<file path="config.mk">
export PLATFORM = sky130hd
export DESIGN_NAME = seq_bit_entry
export DESIGN_NICKNAME = d
export VERILOG_FILES = /design/src/rtl/seq_bit_entry_pkg.sv /design/src/rtl/seq_bit_entry_btn_debounce.sv /design/src/rtl/seq_bit_entry.sv
export SDC_FILE = /design/constraint.sdc
export NUM_CORES = 1
export LEC_CHECK = 0
export CAP_MARGIN = 25
export CORE_ASPECT_RATIO = 0.5
export CORE_MARGIN = 2
export CORE_UTILIZATION = 41
export CTS_CLUSTER_DIAMETER = 60
export DETAILED_ROUTE_END_ITERATION = 12
export PLACE_DENSITY = 0.7
export SLEW_MARGIN = 30
export SYNTH_ARGS = -nofsm -noshare
export SYNTH_HDL_FRONTEND = slang
export SYNTH_SLANG_ARGS = --single-unit
export TNS_END_PERCENT = 10
</file>
<file path="constraint.sdc">
create_clock -name fsm_clk -period 3.1 [get_ports fsm_clk]
set_input_delay 0.465 -clock fsm_clk [delete_from_list [all_inputs] [get_ports fsm_clk]]
set_output_delay 0.465 -clock fsm_clk [all_outputs]
set_load 0.05 [all_outputs]
</file>
<file path="src/rtl/seq_bit_entry_pkg.sv">
// Shared types and constants for the push-button bit-entry front end.
package seq_entry_pkg;

   localparam int DB_CYCLES_DEF     = 1_000_000;   // 10 ms at 100 MHz
   localparam int REPEAT_CYCLES_DEF = 50_000_000;  // 0.5 s at 100 MHz
   localparam int DB_CYCLES_SIM     = 4;

   typedef enum logic {
      IDLE = 1'b0,
      HELD = 1'b1
   } entry_state_t;

   // Counter width that can hold n-1, never narrower than one bit.
   function automatic int cnt_width(input int n);
      return (n > 2) ? $clog2(n) : 1;
   endfunction

endpackage

</file>
<file path="src/rtl/seq_bit_entry_btn_debounce.sv">
// One raw button: 2-FF synchronizer, stable-level debouncer and a
// one-cycle press strobe on the rising edge of the debounced level.
module btn_debounce
   import seq_entry_pkg::*;
#(
   parameter int DB_CYCLES = DB_CYCLES_DEF
) (
   input  logic fsm_clk,
   input  logic clr,
   input  logic btn,
   output logic stable,
   output logic press
);

   localparam int CNT_W = cnt_width(DB_CYCLES);

   logic             sync1;
   logic             sync2;
   logic             stable_q;
   logic [CNT_W-1:0] db_cnt;

   // NOTE: every state bit here is a flop, so only non-blocking assignments;
   // blocking ones would let sync2 see this cycle's sync1 and collapse the chain.
   always_ff @(posedge fsm_clk) begin
      if (clr) begin
         sync1    <= 1'b0;
         sync2    <= 1'b0;
         stable   <= 1'b0;
         stable_q <= 1'b0;
         db_cnt   <= '0;
      end else begin
         sync1    <= btn;
         sync2    <= sync1;
         stable_q <= stable;
         // Any return to the stable level restarts the count from zero.
         if (sync2 == stable) begin
            db_cnt <= '0;
         end else if (db_cnt == CNT_W'(DB_CYCLES - 1)) begin
            stable <= sync2;
            db_cnt <= '0;
         end else begin
            db_cnt <= db_cnt + CNT_W'(1);
         end
      end
   end

   assign press = stable & ~stable_q;

endmodule

</file>
<file path="src/rtl/seq_bit_entry.sv">
// Two-button serial bit entry: press "one"/"zero" to emit din with a din_valid
// strobe. Define SEQ_AUTOREPEAT_EN to re-emit the bit while a single button is held.
module seq_bit_entry
   import seq_entry_pkg::*;
#(
   parameter int DB_CYCLES     = DB_CYCLES_DEF,
   parameter int REPEAT_CYCLES = REPEAT_CYCLES_DEF
) (
   input  logic       fsm_clk,
   input  logic       clr,
   input  logic       btn_one,
   input  logic       btn_zero,
   output logic       din,
   output logic       din_valid,
   output logic       both_err,
   output logic [7:0] entry_cnt
);

   if (DB_CYCLES < 2) begin : g_bad_db
      $error("DB_CYCLES must be at least 2");
   end
   if (REPEAT_CYCLES < 1) begin : g_bad_repeat
      $error("REPEAT_CYCLES must be at least 1");
   end

   logic         one_stable;
   logic         one_press;
   logic         zero_stable;
   logic         zero_press;
   entry_state_t state;

   btn_debounce #(.DB_CYCLES(DB_CYCLES)) u_one (
      .fsm_clk (fsm_clk),
      .clr     (clr),
      .btn     (btn_one),
      .stable  (one_stable),
      .press   (one_press)
   );

   btn_debounce #(.DB_CYCLES(DB_CYCLES)) u_zero (
      .fsm_clk (fsm_clk),
      .clr     (clr),
      .btn     (btn_zero),
      .stable  (zero_stable),
      .press   (zero_press)
   );

`ifdef SEQ_AUTOREPEAT_EN
   localparam int REP_W = cnt_width(REPEAT_CYCLES);
   logic [REP_W-1:0] rep_cnt;
`endif

   always_ff @(posedge fsm_clk) begin
      if (clr) begin
         state     <= IDLE;
         din       <= 1'b0;
         din_valid <= 1'b0;
         both_err  <= 1'b0;
         entry_cnt <= '0;
`ifdef SEQ_AUTOREPEAT_EN
         rep_cnt   <= '0;
`endif
      end else begin
         din_valid <= 1'b0;
         both_err  <= 1'b0;
         unique case (state)
            IDLE: begin
               if (one_press && zero_press) begin
                  both_err <= 1'b1;
                  state    <= HELD;
`ifdef SEQ_AUTOREPEAT_EN
                  rep_cnt  <= '0;
`endif
               end else if (one_press || zero_press) begin
                  din       <= one_press;
                  din_valid <= 1'b1;
                  entry_cnt <= entry_cnt + 8'd1;
                  state     <= HELD;
`ifdef SEQ_AUTOREPEAT_EN
                  rep_cnt   <= '0;
`endif
               end
            end
            HELD: begin
               // Any new press while a bit is held down is ambiguous and dropped.
               if (!one_stable && !zero_stable) begin
                  state <= IDLE;
               end else if (one_press || zero_press) begin
                  both_err <= 1'b1;
`ifdef SEQ_AUTOREPEAT_EN
                  rep_cnt  <= '0;
`endif
               end
`ifdef SEQ_AUTOREPEAT_EN
               else if (one_stable ^ zero_stable) begin
                  if (rep_cnt == REP_W'(REPEAT_CYCLES - 1)) begin
                     din_valid <= 1'b1;
                     entry_cnt <= entry_cnt + 8'd1;
                     rep_cnt   <= '0;
                  end else begin
                     rep_cnt <= rep_cnt + REP_W'(1);
                  end
               end
`endif
            end
         endcase
      end
   end

endmodule

</file>
==> results.md, run 1 <==
Status:
- The run finished with clean final reports.

Die:
- The area of the core is 6131 µm².
- The area enclosed by the die boundary is 7094 µm².
- 15 I/O pins were placed.
- The cell row count is 20.
- The die height is 60.57 µm.
- The chip width is 117.1 µm.
- The initial utilization of the core area, before any placement, comes to 0.4280.

CTS:
- The root buffer cell chosen for the clock tree is sky130_fd_sc_hd__clkbuf_16.
- For the worst-skew pair, the clock arrives at the later sink with an insertion delay of 0.32 ns.
- The depth of the CTS H-tree is 3.
- The number of buffers added by the clock tree synthesis step is 9.
- The number of buffers added for setup after CTS is 0.
- The tree built by TritonCTS fans out to 60 sinks.
- After clock tree synthesis, the clock-pin slew on the worst setup and hold paths is 0.05 ns.
- The number of gates resized after cts is 0.
- The maximum clock path buffer count is 2.
- The clock tree from TritonCTS is yes.
- In this run, post-CTS hold repair placed 0 buffers.

Setup path:
- The number of buffers and inverters on the critical path is 0.
- The type of destination of the critical path is a register.
- The kind of cell with the highest combined delay along the critical path is simple AND/OR/NAND/NOR gates.
- The maximum fanout along the worst path is 7.
- STA puts the critical path data required time at 3.35 ns.
- The worst register-to-register path begins at u_one.db_cnt[0].
- The most frequent cell on the critical path is sky130_fd_sc_hd__or4_1.
- The worst setup path is of the register to register kind.
- In this design, the stage delay of the slowest critical-path cell is 0.63 ns.
- Walking the worst path, the cells encountered are ha_1 -> nand2_1 -> or4_1 -> or4_1 -> a21oi_1.
- The origin of the worst setup path is u_one.db_cnt[0].
- The worst register-to-register path has a depth of 5.
- At the worst endpoint, the arrival time is 2.36 ns.
- STA classifies the critical path startpoint as a register.
- The highest-delay cell along the critical path is sky130_fd_sc_hd__or4_1.
- Setup slack on the worst reg-to-reg path comes out at 1.0 ns.
- The terminus of the critical flop-to-flop path is u_one.db_cnt[18].

Yosys:
- For this run, the register share of the synthesized area comes to 0.4578.
- The synthesized instance count is 304.
- The count of distinct cell types in the synthesized netlist is 30.
- The average size of a mapped cell is 8.631 µm².
- The count of warnings emitted by yosys is 0.
- The net count after synthesis is 311.
- The number of storage elements in the synthesis netlist is 60.
- The mapped netlist covers 2624 µm².

Flow run:
- Max-cap violations in this run came to 0.

Cells and area:
- In the final layout, the registers with the most flip-flops are u_one.db_cnt (20), u_zero.db_cnt (20), entry_cnt (8).
- The count of placed standard cells in the final layout, fillers left out is 411.
- Leaving out fill and tap cells, the most frequent cell in the layout is sky130_fd_sc_hd__dfxtp_1.
- Fill cells in the final layout number 559.
- The post-synthesis to final-layout area growth is 19.22%.
- The proportion of layout cells with a drive suffix above 1 is 0.07740.
- In the final design database the tool counted 325 nets.
- For this run, the share of the core covered by cells in the final layout is 0.5102.
- The repair_antennas step left the layout with diodes totalling 0.
- Leaving out fill and tap cells, the most frequent cells in the layout are 60 x sky130_fd_sc_hd__dfxtp_1, 35 x sky130_fd_sc_hd__nor2_1, 21 x sky130_fd_sc_hd__a21oi_1.

Route:
- The average wire length per cell after detail routing is 12.20 µm.
- For this block, the routed nets add up to 5.016 mm of wire.
- The detailed-routing iteration count for the pre-antenna-repair pass is 4.
- In the routed design, unresolved DRC markers number 0.
- The first routing iteration left 80 violations.
- In the routed layout, each cell is associated on average with a via count of 5.316.
- The detailed router placed 2185 vias in this run.
- The detail route stage leaves a number of antenna-violating nets equal to 0.

Timing:
- The count of final max-slew check failures is 0.
- The post-layout minimum cycle time is 2.101 ns.
- The number of setup violations in the final report is 0.
- The transition at the pin with the smallest max-transition slack is 0.7793 ns.
- The portion of the clock cycle consumed by the worst path in the final layout is 0.6776.
- In this run the tightest slew margin relative to its limit is 0.4767.
- Setup repair after global routing left no endpoint under its margin.
- The final sum of negative setup slack is 0 ns.
- The final hold violation count is 0.
- On the final layout, the worst clock skew is 0.005980 ns.
- Static timing analysis puts the maximum clock frequency at 476.1 MHz.

Min path:
- The startpoint of the most critical hold path is u_zero.db_cnt[0].
- Along the worst hold path, the cell count comes to 1.
- The path with the worst hold slack has its endpoint at u_zero.db_cnt[0].
- The kind of path behind the tightest hold check is register to register.

GRT:
- The global-route wire length before repair is 8.700 mm.
- The largest net degree at the start of global routing is 23.
- The via count of the first global-routing pass is 2032.
- The number of antenna violations at the first check in global routing was 0.
- The combined global-route utilization of all metal layers is 0.1621.
- The total overflow left after global routing is 0.

Placement:
- The HPWL after detailed placement is 3.304 mm.
- Once placement completed, the tool counted placed cells totaling 395.
- Input and output buffers added on the ports amount to 14.
- The final estimated routing congestion in global placement is 0.8064.

Power:
- The maximum resistive drop on vdd is 0.2381 mV.
- Dividing total power by cell area gives a power density of 558.2 nW/µm².
- For this design the static power due to leakage is 0.9760 nW.
[cell usage after synthesis]
cell type                  count  area [µm²]
sky130_fd_sc_hd__a21oi_1      21       105.1
sky130_fd_sc_hd__and2_1        4       25.02
sky130_fd_sc_hd__and3_1        5       31.28
sky130_fd_sc_hd__and4_1        2       17.52
sky130_fd_sc_hd__buf_1         1       3.750
sky130_fd_sc_hd__buf_2         1       5.000
sky130_fd_sc_hd__clkbuf_1     12       45.04
sky130_fd_sc_hd__dfxtp_1      60        1201
sky130_fd_sc_hd__ha_1          3       37.54
sky130_fd_sc_hd__inv_1        12       45.04
sky130_fd_sc_hd__mux2_2        5       56.30
sky130_fd_sc_hd__nand2_1      14       52.55
sky130_fd_sc_hd__nand3_1      16       80.08
sky130_fd_sc_hd__nand3_2       1       10.01
sky130_fd_sc_hd__nand4_1      12       75.07
sky130_fd_sc_hd__nor2_1       35       131.4
sky130_fd_sc_hd__nor2b_1      13       81.33
sky130_fd_sc_hd__nor3_1        4       20.02
sky130_fd_sc_hd__nor4_1        8       50.05
sky130_fd_sc_hd__nor4b_1       2       17.52
sky130_fd_sc_hd__nor4bb_1      2       20.02
sky130_fd_sc_hd__o21ai_0      17       85.08
sky130_fd_sc_hd__o21ai_1       1       5.000
sky130_fd_sc_hd__o31ai_1       7       52.55
sky130_fd_sc_hd__or3_1         9       56.30
sky130_fd_sc_hd__or3b_2        1       8.760
sky130_fd_sc_hd__or4_1         9       67.56
sky130_fd_sc_hd__or4b_2        1       10.01
sky130_fd_sc_hd__xnor2_1      10       87.58
sky130_fd_sc_hd__xor2_1       16       140.1
[cell families after synthesis]
| logic type | count (synthesis) | synth area share |
|---|---|---|
| fa+ha+maj | 3 | 0.01431 |
| simple gates | 138 | 0.2876 |
| compound gates | 46 | 0.09442 |
| flops | 60 | 0.4578 |
| buf+inv | 26 | 0.03767 |
| xor+xnor | 26 | 0.08679 |
| mux | 5 | 0.02146 |
[cell type report]
class | instances | area, µm² | area share
multi-input combinational | 218 | 1324 | 0.4232
sequential | 60 | 1201 | 0.3840
clock buffer | 11 | 232.7 | 0.07440
timing repair buffer | 17 | 162.7 | 0.05200
tap | 88 | 110.1 | 0.03520
clock inverter | 5 | 52.55 | 0.01680
inverter | 12 | 45.04 | 0.01440
[worst max path at each step]
stage | to | slack, ns | cells after the start
detailed placement | u_one.db_cnt[18] | 1.01 | 5
CTS | u_one.db_cnt[18] | 0.99 | 5
global route | u_one.db_cnt[18] | 0.84 | 5
finish | u_one.db_cnt[18] | 1.0 | 5
floorplan | u_one.db_cnt[18] | 1.15 | 6
global placement | u_one.db_cnt[18] | 1.08 | 5
[per-stage QoR]
stage / hold slack, ns / worst slack, ns / total power, mW / instance area [µm²]
after floorplan: 0.4129 / 1.150 / 0.8054 / 2624
after global placement: 0.4214 / 1.082 / 0.8127 / 2843
after detailed placement: 0.4283 / 1.007 / 0.8134 / 2843
after CTS: 0.4357 / 0.9852 / 1.767 / 3128
after global routing: 0.4641 / 0.8400 / 1.805 / 3128
final: 0.4309 / 0.9994 / 1.746 / 3128
[power by group]
part           internal (mW)  switching, mW
Clock                  0.617          0.332
Combinational        0.00834         0.0120
Sequential             0.776        0.00177
Total                   1.40          0.346
[routing by layer]
layer  vias to the layer above  track usage  wire length [µm]
met4                         0      0.08235                99
met5                         -            0                 0
met1                      1048       0.1800              2243
met2                        28       0.2758              2481
met3                        13      0.06693               190
li1                       1096            -                 -
No activity file was read; power rests on OpenSTA's default activity.
==> run 2: changes to the inputs <==
==> constraint.sdc (replaced) <==
create_clock -name fsm_clk -period 2.1 [get_ports fsm_clk]
set_input_delay 0.315 -clock fsm_clk [delete_from_list [all_inputs] [get_ports fsm_clk]]
set_output_delay 0.315 -clock fsm_clk [all_outputs]
set_load 0.05 [all_outputs]
==> results.md, run 2 (synthesis results as in run 1) <==
Die:
- The area enclosed by the die boundary came to 7094 µm² (unchanged).
- The area of the core is 6131 µm² (unchanged).
- The die height is 60.57 µm (unchanged).
- The cell row count is 20 (unchanged).
- The chip width is 117.1 µm (unchanged).
- The starting utilization of the core area was 0.4280 (unchanged).
- The boundary pin count came to 15 (unchanged).

Cells and area:
- The proportion of layout cells with a drive suffix above 1 is 0.09202 (was 0.07740).
- The multi-input gate area in the final layout is 1328 µm² (was 1324 µm²).
- The post-synthesis to final-layout area growth is 20.65% (was 19.22%).
- Most frequent cells in the layout: 60 x sky130_fd_sc_hd__dfxtp_1, 35 x sky130_fd_sc_hd__nor2_1, 20 x sky130_fd_sc_hd__a21oi_1 (was 60 x sky130_fd_sc_hd__dfxtp_1, 35 x sky130_fd_sc_hd__nor2_1, 21 x sky130_fd_sc_hd__a21oi_1).
- Largest registers: u_one.db_cnt (20), u_zero.db_cnt (20), entry_cnt (8) (unchanged).
- The number of inserted filler cells in the final layout is 569 (was 559).
- The area used by sequential logic in the layout is 1201 µm² (unchanged).
- The leading cell type in the layout, fill and taps excluded is sky130_fd_sc_hd__dfxtp_1 (unchanged).
- The number of antenna repair diodes is 0 (unchanged).
- The count of placed standard cells in the final layout, fillers left out is 414 (was 411).
- The total number of nets in the final design came to 329 (was 325).

Route:
- The routed metal-1 wirelength is 2.408 mm (was 2.243 mm).
- The post-detailed-routing wire length was 4.871 mm (was 5.016 mm).
- The average wire length per cell after detail routing is 11.77 µm (was 12.20 µm).
- The detailed-route DRC error count is 0 (unchanged).
- The number of antenna-violating nets in the routed design was 0 (unchanged).
- The uppermost layer routed is met4 (unchanged).
- The wire length on met2 is 2.208 mm (was 2.481 mm).
- The count of routing violations after the opening detailed-route iteration is 103 (was 80).
- The detailed-route via count is 2148 (was 2185).
- The detailed-routing iteration count for the pre-antenna-repair pass is 4 (unchanged).
- The number of vias per cell was 5.188 (was 5.316).
- The length of routed met3 wiring is 159 µm (was 190 µm).

GRT:
- The global-route wire length before repair is 8.424 mm (was 8.700 mm).
- The number of antenna violations at the first check in global routing is 0 (unchanged).
- The largest net degree at the start of global routing is 24 (was 23).
- The remaining global-route overflow was 0 (unchanged).
- The via count of the first global-routing pass was 1954 (was 2032).
- The combined global-route utilization of all metal layers is 0.1560 (was 0.1621).

Timing:
- The transition at the pin with the smallest max-transition slack was 0.8065 ns (was 0.7793 ns).
- The number of setup violations in the final report came to 0 (unchanged).
- The portion of the clock cycle consumed by the worst path in the final layout came to 0.9473 (was 0.6776).
- The timing-limited maximum frequency was 502.7 MHz (was 476.1 MHz).
- RSZ-0062 raised after global routing: false (unchanged).
- The final hold violation count is 0 (unchanged).
- The post-layout minimum cycle time is 1.989 ns (was 2.101 ns).
- The count of final max-slew check failures is 0 (unchanged).
- The final clock skew is 0.006089 ns (was 0.005980 ns).
- The final sum of negative setup slack is 0 ns (unchanged).
- The worst slew margin relative to its limit was 0.4585 (was 0.4767).

CTS:
- The depth of the CTS H-tree is 3 (unchanged).
- The maximum clock path buffer count is 2 (unchanged).
- The clock tree root driver cell is sky130_fd_sc_hd__clkbuf_16 (unchanged).
- The number of clock sinks is 60 (unchanged).
- The latest clock arrival within the worst-skew pair is 0.32 ns (about the same).
- The clock tree from TritonCTS is yes (unchanged).
- The number of buffers added by the clock tree synthesis step is 9 (unchanged).
- The clock-pin transition on the worst setup and hold timing paths is 0.05 ns (about the same).

Placement:
- The detailed placer's ending HPWL is 3.328 mm (was 3.304 mm).
- The post-placement cell count came to 399 (was 395).
- The final estimated routing congestion in global placement is 0.8016 (was 0.8064).
- The number of port buffers is 14 (unchanged).

Flow run:
- The reported max-cap violation count is 0 (unchanged).

Setup path:
- The terminus of the critical flop-to-flop path is u_one.db_cnt[18] (unchanged).
- The element type at the critical path start is a register (unchanged).
- The arrival time of data at the critical path endpoint is 2.25 ns (was 2.36 ns).
- The required time of the critical path was 2.36 ns (was 3.35 ns).
- The slack of the worst reg-to-reg path is 0.11 ns (was 1.0 ns).
- The category of the critical setup timing path is register to register (unchanged).
- The type of destination of the critical path is a register (unchanged).
- The maximum fanout along the worst path is 5 (was 7).
- The launching point of the worst reg2reg path is u_one.db_cnt[0] (unchanged).
- The path depth of the worst reg2reg path is 5 (unchanged).

Min path:
- The startpoint of the most critical hold path is u_zero.sync1 (was u_zero.db_cnt[0]).
- The worst hold path depth is 1 (unchanged).
- The kind of path behind the tightest hold check is register to register (unchanged).
- The terminating pin of the worst hold path is u_zero.sync2 (was u_zero.db_cnt[0]).

Power:
- The total leakage power came to 1.001 nW (was 0.9760 nW).
- The maximum resistive drop on vdd is 0.3089 mV (was 0.2381 mV).
- The power density relative to cell area is 807.8 nW/µm² (was 558.2 nW/µm²).

Status:
- Run status: finished clean (unchanged).
-- run 2: how the worst max path moves through the flow --
stage | startpoint | to | slack (ns) | cells after the start
after global placement | u_one.db_cnt[0] | u_one.db_cnt[14] | 0.19 | 6
after floorplan | u_one.db_cnt[0] | u_one.db_cnt[18] | 0.15 | 6
after CTS | u_one.db_cnt[0] | u_one.db_cnt[18] | 0.09 | 5
after global routing | u_one.db_cnt[0] | u_one.db_cnt[18] | 0.02 | 5
final | u_one.db_cnt[0] | u_one.db_cnt[18] | 0.11 | 5
after detailed placement | u_one.db_cnt[0] | u_one.db_cnt[14] | 0.16 | 6
-- run 2: report_power, final --
part           internal (mW)  switching, mW
Sequential              1.15        0.00242
Clock                  0.916          0.463
Combinational         0.0123         0.0174
Total                   2.07          0.483
-- run 2: cell type report --
class	count	area share
timing repair buffer	21	0.06087
clock inverter	1	0.001581
tap	88	0.03478
multi-input combinational	218	0.4194
inverter	12	0.01423
clock buffer	14	0.08972
sequential	60	0.3794
-- run 2: repair_timing --
item,CTS,global route
setup buffers,0,0
resized for setup,0,1
setup endpoints to repair,0,1
hold buffers,0,0
-- run 2: worst max-delay path, stage by stage (launching register included) --
cell,delay (ns)
sky130_fd_sc_hd__dfxtp_1,0.38
sky130_fd_sc_hd__ha_1,0.19
sky130_fd_sc_hd__nand2_1,0.08
sky130_fd_sc_hd__or4_1,0.58
sky130_fd_sc_hd__or4_1,0.53
sky130_fd_sc_hd__a21oi_2,0.16
-- run 2: metal layers --
layer	vias up	track usage
met5	-	0
met4	0	0.06723
met3	10	0.06593
met2	31	0.2585
met1	990	0.1819
li1	1117	-
-- run 2: through the flow --
stage,utilization,hold slack [ns],setup WS (ns),cell area [µm²],total power [mW]
2_1_floorplan,-,0.4129,0.1496,2624,1.189
6_report,0.5163,0.4377,0.1106,3166,2.557
3_3_place_gp,0.4686,0.4203,0.1888,2873,1.200
5_1_grt,0.5163,0.4523,0.01564,3166,2.652
3_5_place_dp,0.4686,0.4339,0.1602,2873,1.201
4_1_cts,0.5157,0.4447,0.09252,3162,2.590
